===== config.mk =====
export PLATFORM = sky130hd
export DESIGN_NAME = mem_arbiter
export DESIGN_NICKNAME = d
export VERILOG_FILES = /design/src/rtl/project_pkg.sv /design/src/rtl/mem_arbiter.sv
export SDC_FILE = /design/constraint.sdc
export NUM_CORES = 1
export LEC_CHECK = 0
export CAP_MARGIN = 25
export CORE_UTILIZATION = 30
export CTS_CLUSTER_DIAMETER = 200
export CTS_CLUSTER_SIZE = 24
export DETAILED_ROUTE_END_ITERATION = 12
export DONT_BUFFER_PORTS = 1
export SYNTH_ARGS = -nofsm -noshare
export SYNTH_HDL_FRONTEND = slang
export SYNTH_SLANG_ARGS = --single-unit

===== constraint.sdc =====
create_clock -name clk -period 2.2 [get_ports clk]
set_input_delay 0.22 -clock clk [delete_from_list [all_inputs] [get_ports clk]]
set_output_delay 0.22 -clock clk [all_outputs]
set_load 0.05 [all_outputs]

===== src/rtl/project_pkg.sv =====
// Shared types and constants for the CPU system blocks.
package project_pkg;

   typedef enum logic [1:0] {ARB_IDLE, ARB_OWN0, ARB_OWN1} e_arb_state;

   localparam int ARB_BURST_MAX = 4;

endpackage


===== src/rtl/mem_arbiter.sv =====
// Round-robin owner of the single-port RAM: port 0 CPU data, port 1 loader; grant 1 cycle after
// a request from idle, rdata 1 cycle after a read grant; a held req waits, bursts cap at BURST_MAX.
module mem_arbiter
   import project_pkg::*;
#(
   parameter int ADDR_W    = 8,
   parameter int DATA_W    = 8,
   parameter int BURST_MAX = ARB_BURST_MAX
) (
   input  logic              clk,
   input  logic              rst,
   input  logic              req0,
   input  logic              we0,
   input  logic [ADDR_W-1:0] addr0,
   input  logic [DATA_W-1:0] wdata0,
   input  logic              req1,
   input  logic              we1,
   input  logic [ADDR_W-1:0] addr1,
   input  logic [DATA_W-1:0] wdata1,
   output logic              gnt0,
   output logic              gnt1,
   output logic              rvalid0,
   output logic              rvalid1,
   output logic [DATA_W-1:0] rdata,
   output logic [ADDR_W-1:0] mem_addr,
   output logic [DATA_W-1:0] mem_wdata,
   output logic              mem_we,
   input  logic [DATA_W-1:0] mem_rdata
);

   localparam int                CNT_W   = $clog2(BURST_MAX) + 1;
   localparam logic [CNT_W-1:0]  CNT_MAX = CNT_W'(BURST_MAX);

   e_arb_state       state_q;
   logic [CNT_W-1:0] beat_cnt_q;
   logic [CNT_W-1:0] beat_cnt_d;
   logic             last_q;
   logic             rvalid0_q;
   logic             rvalid1_q;
   logic             burst_done;

   // Grants are gated by reset so no beat (and no RAM write) can slip through a reset cycle.
   assign gnt0 = rst & (state_q == ARB_OWN0) & req0;
   assign gnt1 = rst & (state_q == ARB_OWN1) & req1;

   // Saturating count of the beat being taken this cycle.
   assign beat_cnt_d = (beat_cnt_q >= CNT_MAX) ? CNT_MAX : beat_cnt_q + CNT_W'(1);
   assign burst_done = (beat_cnt_d == CNT_MAX);

   assign mem_addr  = (state_q == ARB_OWN1) ? addr1  : addr0;
   assign mem_wdata = (state_q == ARB_OWN1) ? wdata1 : wdata0;
   assign mem_we    = (gnt0 & we0) | (gnt1 & we1);

   assign rvalid0 = rvalid0_q;
   assign rvalid1 = rvalid1_q;
   assign rdata   = mem_rdata;

   always_ff @(posedge clk) begin
      if (!rst) begin
         state_q    <= ARB_IDLE;
         beat_cnt_q <= '0;
         last_q     <= 1'b1;
         rvalid0_q  <= 1'b0;
         rvalid1_q  <= 1'b0;
      end else begin
         rvalid0_q <= gnt0 & ~we0;
         rvalid1_q <= gnt1 & ~we1;
         case (state_q)
            ARB_IDLE: begin
               if (req0 && (!req1 || last_q)) begin
                  state_q <= ARB_OWN0;
               end else if (req1) begin
                  state_q <= ARB_OWN1;
               end
            end
            ARB_OWN0: begin
               if (!req0) begin
                  state_q    <= req1 ? ARB_OWN1 : ARB_IDLE;
                  beat_cnt_q <= '0;
                  last_q     <= 1'b0;
               end else if (burst_done && req1) begin
                  state_q    <= ARB_OWN1;
                  beat_cnt_q <= '0;
                  last_q     <= 1'b0;
               end else begin
                  beat_cnt_q <= beat_cnt_d;
               end
            end
            ARB_OWN1: begin
               if (!req1) begin
                  state_q    <= req0 ? ARB_OWN0 : ARB_IDLE;
                  beat_cnt_q <= '0;
                  last_q     <= 1'b1;
               end else if (burst_done && req0) begin
                  state_q    <= ARB_OWN0;
                  beat_cnt_q <= '0;
                  last_q     <= 1'b1;
               end else begin
                  beat_cnt_q <= beat_cnt_d;
               end
            end
            default: begin
               state_q    <= ARB_IDLE;
               beat_cnt_q <= '0;
            end
         endcase
      end
   end

endmodule


## Word-level counts from Yosys, hierarchy flattened

Cells that the tools add are included.
Widths: inputs -> output; s select.

- Flip-flop bits (word level): 8
- Input port bits: 46
- Output and inout port bits: 29
- Logic and storage cells: 55

- $add $sub $neg: 1
- Equal/unequal tests: 6
- Reductions and logical operators: 9
- Bitwise gates (word level): 11
- Order comparisons: 1
- Multiplexer cells: 22

Operator list:

| cell | count |
|---|---|
| $mux 8 | 2 |
| $mux 3 | 5 |
| $mux 2 | 7 |
| $pmux 3 s3 | 1 |
| $and 1x1->1 | 8 |
| $ne 3x2->1 const B | 2 |
| $pmux 2 s3 | 1 |
| $reduce_and 3->1 | 2 |
| $mux 1 | 5 |
| $add 3x1->3 const B | 1 |
| $eq 3x3->1 const B | 1 |
| $ge 3x3->1 const B | 1 |
| $logic_and 1x1->1 | 3 |
| $ne 3x3->1 const B | 1 |
| $eq 2x1->1 const B | 1 |
| $eq 2x2->1 const B | 1 |
| $logic_not 2->1 | 1 |
| $not 1->1 | 2 |
| $pmux 1 s2 | 1 |
| $reduce_bool 2->1 | 1 |
| $logic_not 1->1 | 1 |
| $logic_or 1x1->1 | 1 |
| $or 1x1->1 | 1 |

## Longest topological paths before layout

Gate-level depths: netlist of the first run.

- Depth in word-level cells: 7
- Mapped depth: 6
- Gate-level depth less buffers: 6

## Least setup slack after synthesis of the first run

OpenSTA, ideal clock, no wires.

- Kind: reg-to-output
- From: reg state_q[0]
- To: out mem_we
- Stages on the path, launching flop included: 6
- Path slack: 0.171 ns
- Path buffers: 1
- Arrival time: 1.809 ns
- Cell sequence: dfxtp_1 -> inv_1 -> ha_1 -> buf_2 -> and3_1 -> a22o_1

- Cells in the longest elaborated chain, start to end: 5
- Elaborated cells between the ends (all ways): 9
- Those cells by class: eq/ne: 2; bitwise: 7

Ends and longest elaborated chain:

| what | line | text |
|---|---|---|
| start: declaration | mem_arbiter.sv:34 | `e_arb_state state_q;` |
| start signal: assignment | mem_arbiter.sv:78 | `state_q <= req1 ? ARB_OWN1 : ARB_IDLE;` |
| start signal: assignment | mem_arbiter.sv:91 | `state_q <= req0 ? ARB_OWN0 : ARB_IDLE;` |
| $eq 2x2->1 | mem_arbiter.sv:44 | `assign gnt1 = rst & (state_q == ARB_OWN1) & req1;` |
| $and 1x1->1 (2 in series) | mem_arbiter.sv:44 |  |
| named net gnt1 | mem_arbiter.sv:21 | `output logic gnt1,` |
| $and 1x1->1 | mem_arbiter.sv:52 | `assign mem_we = (gnt0 & we0) \| (gnt1 & we1);` |
| $or 1x1->1 | mem_arbiter.sv:52 |  |
| end: declaration | mem_arbiter.sv:27 | `output logic mem_we,` |

The timed path passes the listed nets, and every way through them passes these cells.

## Worst setup path after layout of the first run

- From: reg state_q[0]
- To: out mem_wdata[3]

- Cells in the longest elaborated chain, start to end: 2

Ends and longest elaborated chain:

| what | line | text |
|---|---|---|
| $eq 2x2->1 | mem_arbiter.sv:51 | `assign mem_wdata = (state_q == ARB_OWN1) ? wdata1 : wdata0;` |
| $mux 8 | mem_arbiter.sv:51 |  |
| end: declaration | mem_arbiter.sv:26 | `output logic [DATA_W-1:0] mem_wdata,` |

No other way between the ends.

==> flow_summary.toml, run 1 <==
[place]
detailed_place.area_um2 = 806
portBuffers = 0
dp_worst_setup_slack_ns = 0.376
gp_congestion = 0.751
place_hpwl_mm = 1.48

[detailed_routing]
dr_total_vias = 622
drtIter0Drc = 22
drc = 0
via_per_inst = 5.46
avgRoutedWirePerCell_um = 15.9
wirelength_mm = 1.82
firstDrtPassIters = 4
antenna_left = 0

[cts]
cts_made_buffers = 3
cts_setup_buffers = 0
clock_sinks = 8
htreeDepth = 1
cts_tree = "built"
root_buffer = "clkbuf_4"
clk_pin_slew_ns = 0.06
insertion_delay_ns = 0.26
clockBufferDepth = 2
ctsHoldBuffers = 0

[synth]
synthDistinctLibCells = 32
synth_fp_nets = 142
ys_top_cells_by_area = "mux2_2, dfxtp_1, ha_1, buf_4, o32ai_4"
synth_top_area_share_pct = 21.9
ys_seq_area_share_pct = 19.5
avgSynthCellArea_um2 = 9.13
netlist_area_um2 = 822
synth_common_cells = "mux2_2, buf_4, dfxtp_1"
ys_seq_elements = 8
synth_edf_count = 0
synthCells = 90
synthArstFlopShare_pct = 0
yosysTopAreaCell = "mux2_2"
ys.flop_type = "dfxtp_1"
yosysMostFrequentCell = "mux2_2"
yosys_warnings = 0

[floorplanning]
io_pins = 75
die-width_um = 54.3
core_um2 = 2520
rows = 18
start_util_pct = 32.6
dieArea_um2 = 2950
die_y_um = 54.3

[timing]
finalSetupTns_ns = 0
hold_viol = 0
rsz0062_at_grt = "false"
period_needed_ns = 1.95
final.setup.worst_slack_ns = 0.252
maxSlewHeadroom_pct = 67.3
maxSlewViolCount = 0
max_freq_ghz = 0.513
setup_viol = 0
timing.final.crit_share_pct = 88.5
worstMarginPinSlew_ns = 0.490
clock_skew_ns = 0.00354

[cells_and_area]
stdcell_area_um2 = 831
fin_nets = 138
diodes = 0
drive_gt1_share_pct = 34.5
fillers = 270
synthToLayoutAreaGrowth_pct = 1.07

[min_path]
hold_path_class = "input port to flip-flop"

[pwr]
pwr-share-clk_pct = 9.9
p_comb_share_pct = 73.2
ir_worst_vdd_mv = 0.687
power.net_switching_w = 0.000702
power.share.sequential_pct = 16.9
p_total_w = 0.00122
internal-power_w = 0.000522
powerDensity_nw_per_um2 = 1470
p_leak_nw = 0.319
p_sw_share_pct = 57.4

[global_routing]
grt-ovfl-total = 0
track_usage_pct = 12.2
grt_max_degree = 14
antenna_found_initial = 0
grt_pass1_vias = 550
grt_pass1_wl_mm = 2.61

[setup_path]
cp.arrival_ns = 1.73
cp_slowest_cell = "mux2_2"
cp_slowest_stage_delay_ns = 0.48
cp-end-kind = "output pin"
crit_type = "flip-flop to output pin"
cp_cell_sequence = "inv_1 > ha_2 > buf_4 > mux2_2"
cp-start-kind = "flip-flop"
crit_family = "multiplexers"
cp.required_ns = 1.98
path_max_fanout = 13
cp.buffers_inverters = 2

[outcome]
status = "completed"

[job]
cap_viol_max_count = 0
## final cells by class
class | instances | area, um^2 | area share [%]
Sequential cell | 8 | 160 | 19.3
Clock buffer | 3 | 22.5 | 2.71
Timing Repair Buffer | 4 | 42.5 | 5.12
Inverter | 6 | 22.5 | 2.71
Tap cell | 30 | 37.5 | 4.52
Multi-Input combinational cell | 63 | 546 | 65.7
## metrics by stage
stage	hold slack [ns]	std cells	util [%]
4_1_cts	0.0240	114	32.8
2_1_floorplan	0.292	90	-
3_5_place_dp	0.295	111	31.9
6_report	0.0277	114	32.9
3_3_place_gp	0.292	111	31.9
5_1_grt	0.0214	114	32.9
## flip-flops by register name, summed over array words and instances, names as in the netlist
name and count:
beat_cnt_q 3, state_q 2, last_q 1, rvalid0 1
rvalid1 1
## metal layers
layer | global-route usage (%) | up-vias | share of wire (%) | wire length, um
met4 | 3.85 | 0 | 0.94 | 17
met3 | 2.78 | 4 | 10 | 188
li1 | - | 298 | - | -
met1 | 16.5 | 269 | 40 | 735
met5 | 0 | - | 0 | 0
met2 | 19.1 | 51 | 48 | 875
## path summary, 6_finish.rpt
kind / cells past startpoint / start / slack [ns] / to
max: 4 / state_q[0] / 0.25 / mem_wdata[3]
min: 1 / we1 / 0.03 / rvalid1
max reg2reg: 6 / beat_cnt_q[0] / 0.54 / state_q[0]
min reg2reg: 2 / beat_cnt_q[1] / 0.50 / beat_cnt_q[1]
## power groups by stage
stage / Sequential, W / Combinational [W] / Clock, W
floorplan: 0.000203 / 0.000850 / 0
global placement: 0.000207 / 0.000885 / 0
detailed placement: 0.000209 / 0.000894 / 0
CTS: 0.000207 / 0.000895 / 0.000123
global route: 0.000212 / 0.000952 / 0.000129
finish: 0.000207 / 0.000895 / 0.000121
## placed cells by master, fill, tap and decap left out, drive strengths merged
| cell type | count |
|---|---|
| nor4b | 1 |
| o32ai | 1 |
| nand3 | 5 |
| buf | 4 |
| and3 | 2 |
| dfxtp | 8 |
| mux2 | 16 |
| and2 | 2 |
| o31ai | 1 |
| a21boi | 1 |
| nand2b | 1 |
| nand2 | 5 |
| a21oi | 4 |
| o22ai | 1 |
| mux2i | 1 |
| o211ai | 1 |
| nor2b | 4 |
| a22o | 1 |
| a22oi | 1 |
| o21ai | 4 |
| inv | 6 |
| clkbuf | 3 |
| ha | 6 |
| nor2 | 1 |
| a21o | 1 |
| o21a | 1 |
| a31o | 1 |
| and4b | 1 |
## what timing repair did
action                                  in CTS  in global routing
resized for setup                            0                  1
endpoints found under the hold margin        0                  0
endpoints found under the setup margin       0                 10
## kinds of logic after synthesis
| group | count (synthesis) | synth area share (%) |
|---|---|---|
| buffers and inverters | 19 | 14.5 |
| DFF | 8 | 19.5 |
| and+or+nand+nor | 22 | 16.4 |
| muxes | 17 | 23.1 |
| AOI/OAI and AO/OA | 18 | 17.4 |
| adders and majority gates | 6 | 9.13 |
Power figures use the tool's default switching activity.
==> run 2, diff against run 1 <==
BUFFER_PORTS_ARGS = -buffer_cell sky130_fd_sc_hd__buf_4   (was default)
DONT_BUFFER_PORTS = default   (was 1)
PLACE_DENSITY = 0.67   (was default)
==> run 2 against run 1 <==
Net effect:
- first-iteration DRC count fell by 55%
- routed wire length grew 26%
- critical path depth rose by 2
- critical path type unchanged
- critical endpoint is now mem_we
- largest cell class unchanged
- highest routed layer unchanged
==> flow_summary.toml, run 2 (synthesized netlist as in run 1, its figures left out) <==
[outcome]
status = "completed"

[detailed_routing]
wirelength_mm = 2.30
via_per_inst = 4.99
drc = 0
firstDrtPassIters = 4
drtIter0Drc = 10
avgRoutedWirePerCell_um = 13.6
antenna_left = 0
dr_total_vias = 843

[setup_path]
rr_worst_depth = 7
r2r-start = "state_q[0]"
cp.arrival_ns = 1.77
cp-end-kind = "output pin"
cp_common_cell = "buf_4"
cp_slowest_cell = "dfxtp_1"
crit_type = "flip-flop to output pin"
cp_cell_sequence = "inv_1 > ha_1 > buf_4 > and3_1 > a22o_1 > buf_4"
cp.required_ns = 1.98
cp_slowest_stage_delay_ns = 0.38
crit_start = "state_q[0]"
cp-start-kind = "flip-flop"
path_max_fanout = 22

[global_routing]
grt_pass1_vias = 800
grt-ovfl-total = 0
track_usage_pct = 16.5
grt_max_degree = 23
grt_pass1_wl_mm = 3.31
antenna_found_initial = 0

[min_path]
hold_path_class = "input port to flip-flop"
min_path_cells = 2
min_from = "we1"

[timing]
hold_viol = 0
maxSlewViolCount = 0
final.setup.worst_slack_ns = 0.210
maxSlewHeadroom_pct = 79.9
finalSetupTns_ns = 0
rsz0062_at_grt = "false"
worstMarginPinSlew_ns = 0.302
timing.final.crit_share_pct = 90.5
clock_skew_ns = 0.00737
setup_viol = 0
max_freq_ghz = 0.502
period_needed_ns = 1.99

[job]
cap_viol_max_count = 0

[floorplanning]
die_y_um = 54.3
core_um2 = 2520
rows = 18
start_util_pct = 32.6
dieArea_um2 = 2950
die-width_um = 54.3
io_pins = 75

[place]
gp_congestion = 0.687
portBuffers = 58
dpl.cell_count = 166
dp_worst_setup_slack_ns = 0.433
place_hpwl_mm = 1.89

[cells_and_area]
diodes = 0
largest_reg_flops = 3
layout.cells.most_common = "buf_4"
final_cells = 169
fin_nets = 193
synthToLayoutAreaGrowth_pct = 49.5
largest_register = "beat_cnt_q"
layout_common_cells = "buf_4, mux2_2, dfxtp_1"
reg_top3 = "beat_cnt_q x3, state_q x2"
drive_gt1_share_pct = 59.7

[cts]
clk_pin_slew_ns = 0.05
cts_setup_buffers = 0
htreeDepth = 1
insertion_delay_ns = 0.25
clockBufferDepth = 2
cts_made_buffers = 3
ctsHoldBuffers = 0
cts_tree = "built"
clock_sinks = 8
ctsResizeCount = 0
root_buffer = "clkbuf_4"

[pwr]
powerDensity_nw_per_um2 = 1140
p_leak_nw = 0.583
ir_worst_vdd_mv = 0.610
[run 2: cell types whose count changed in the layout (fill, tap and decap cells not counted)]
cell / before / now
buf_12: 1 / 0
buf_4: 3 / 59
ha_1: 5 / 6
ha_2: 1 / 0
[run 2: routing by layer]
metal / up-vias / share of wire (%) / track usage, %
met2: 60 / 53 / 34.1
li1: 406 / - / -
met5: - / 0 / 0
met3: 10 / 12 / 2.78
met1: 367 / 33 / 14.1
met4: 0 / 2.2 / 10.3
[run 2: worst paths after layout]
path,to,slack (ns)
setup / recovery,mem_we,0.21
hold / removal,rvalid1,0.14
setup reg to reg,state_q[0],0.42
hold reg to reg,last_q,0.49
[run 2: per-stage QoR]
| step | utilization, % | total power (W) | hold WS, ns | area (um^2) |
|---|---|---|---|---|
| after floorplan | - | 0.00105 | 0.292 | 822 |
| after global placement | 47.8 | 0.00127 | 0.391 | 1210 |
| after detailed placement | 47.8 | 0.00129 | 0.390 | 1210 |
| after CTS | 48.7 | 0.00140 | 0.129 | 1230 |
| after global routing | 48.7 | 0.00148 | 0.125 | 1230 |
| final | 48.7 | 0.00140 | 0.139 | 1230 |
[run 2: cell type report]
| class | instances | area (um^2) |
|---|---|---|
| clock buffer | 3 | 22.5 |
| fill | 230 | 1290 |
| inverter | 6 | 22.5 |
| multi-input combinational | 63 | 543 |
| sequential | 8 | 160 |
| tap | 30 | 37.5 |
| timing repair buffer | 59 | 443 |
[run 2: where the power goes]
part           switching (W)  leakage, nW  internal, W  total, W
combinational       0.000671        0.504     0.000420   0.00109
clock              0.0000444       0.0138    0.0000621  0.000106
sequential         0.0000251       0.0651     0.000174  0.000199
total               0.000741        0.583     0.000656   0.00140
[run 2: critical path, delay by kind of cell, from the launching register on]
kind / cells / cell delay [ns]
compound gates: 1 / 0.23
fa+ha+maj: 1 / 0.21
buf+inv: 3 / 0.49
flops: 1 / 0.38
simple gates: 1 / 0.20
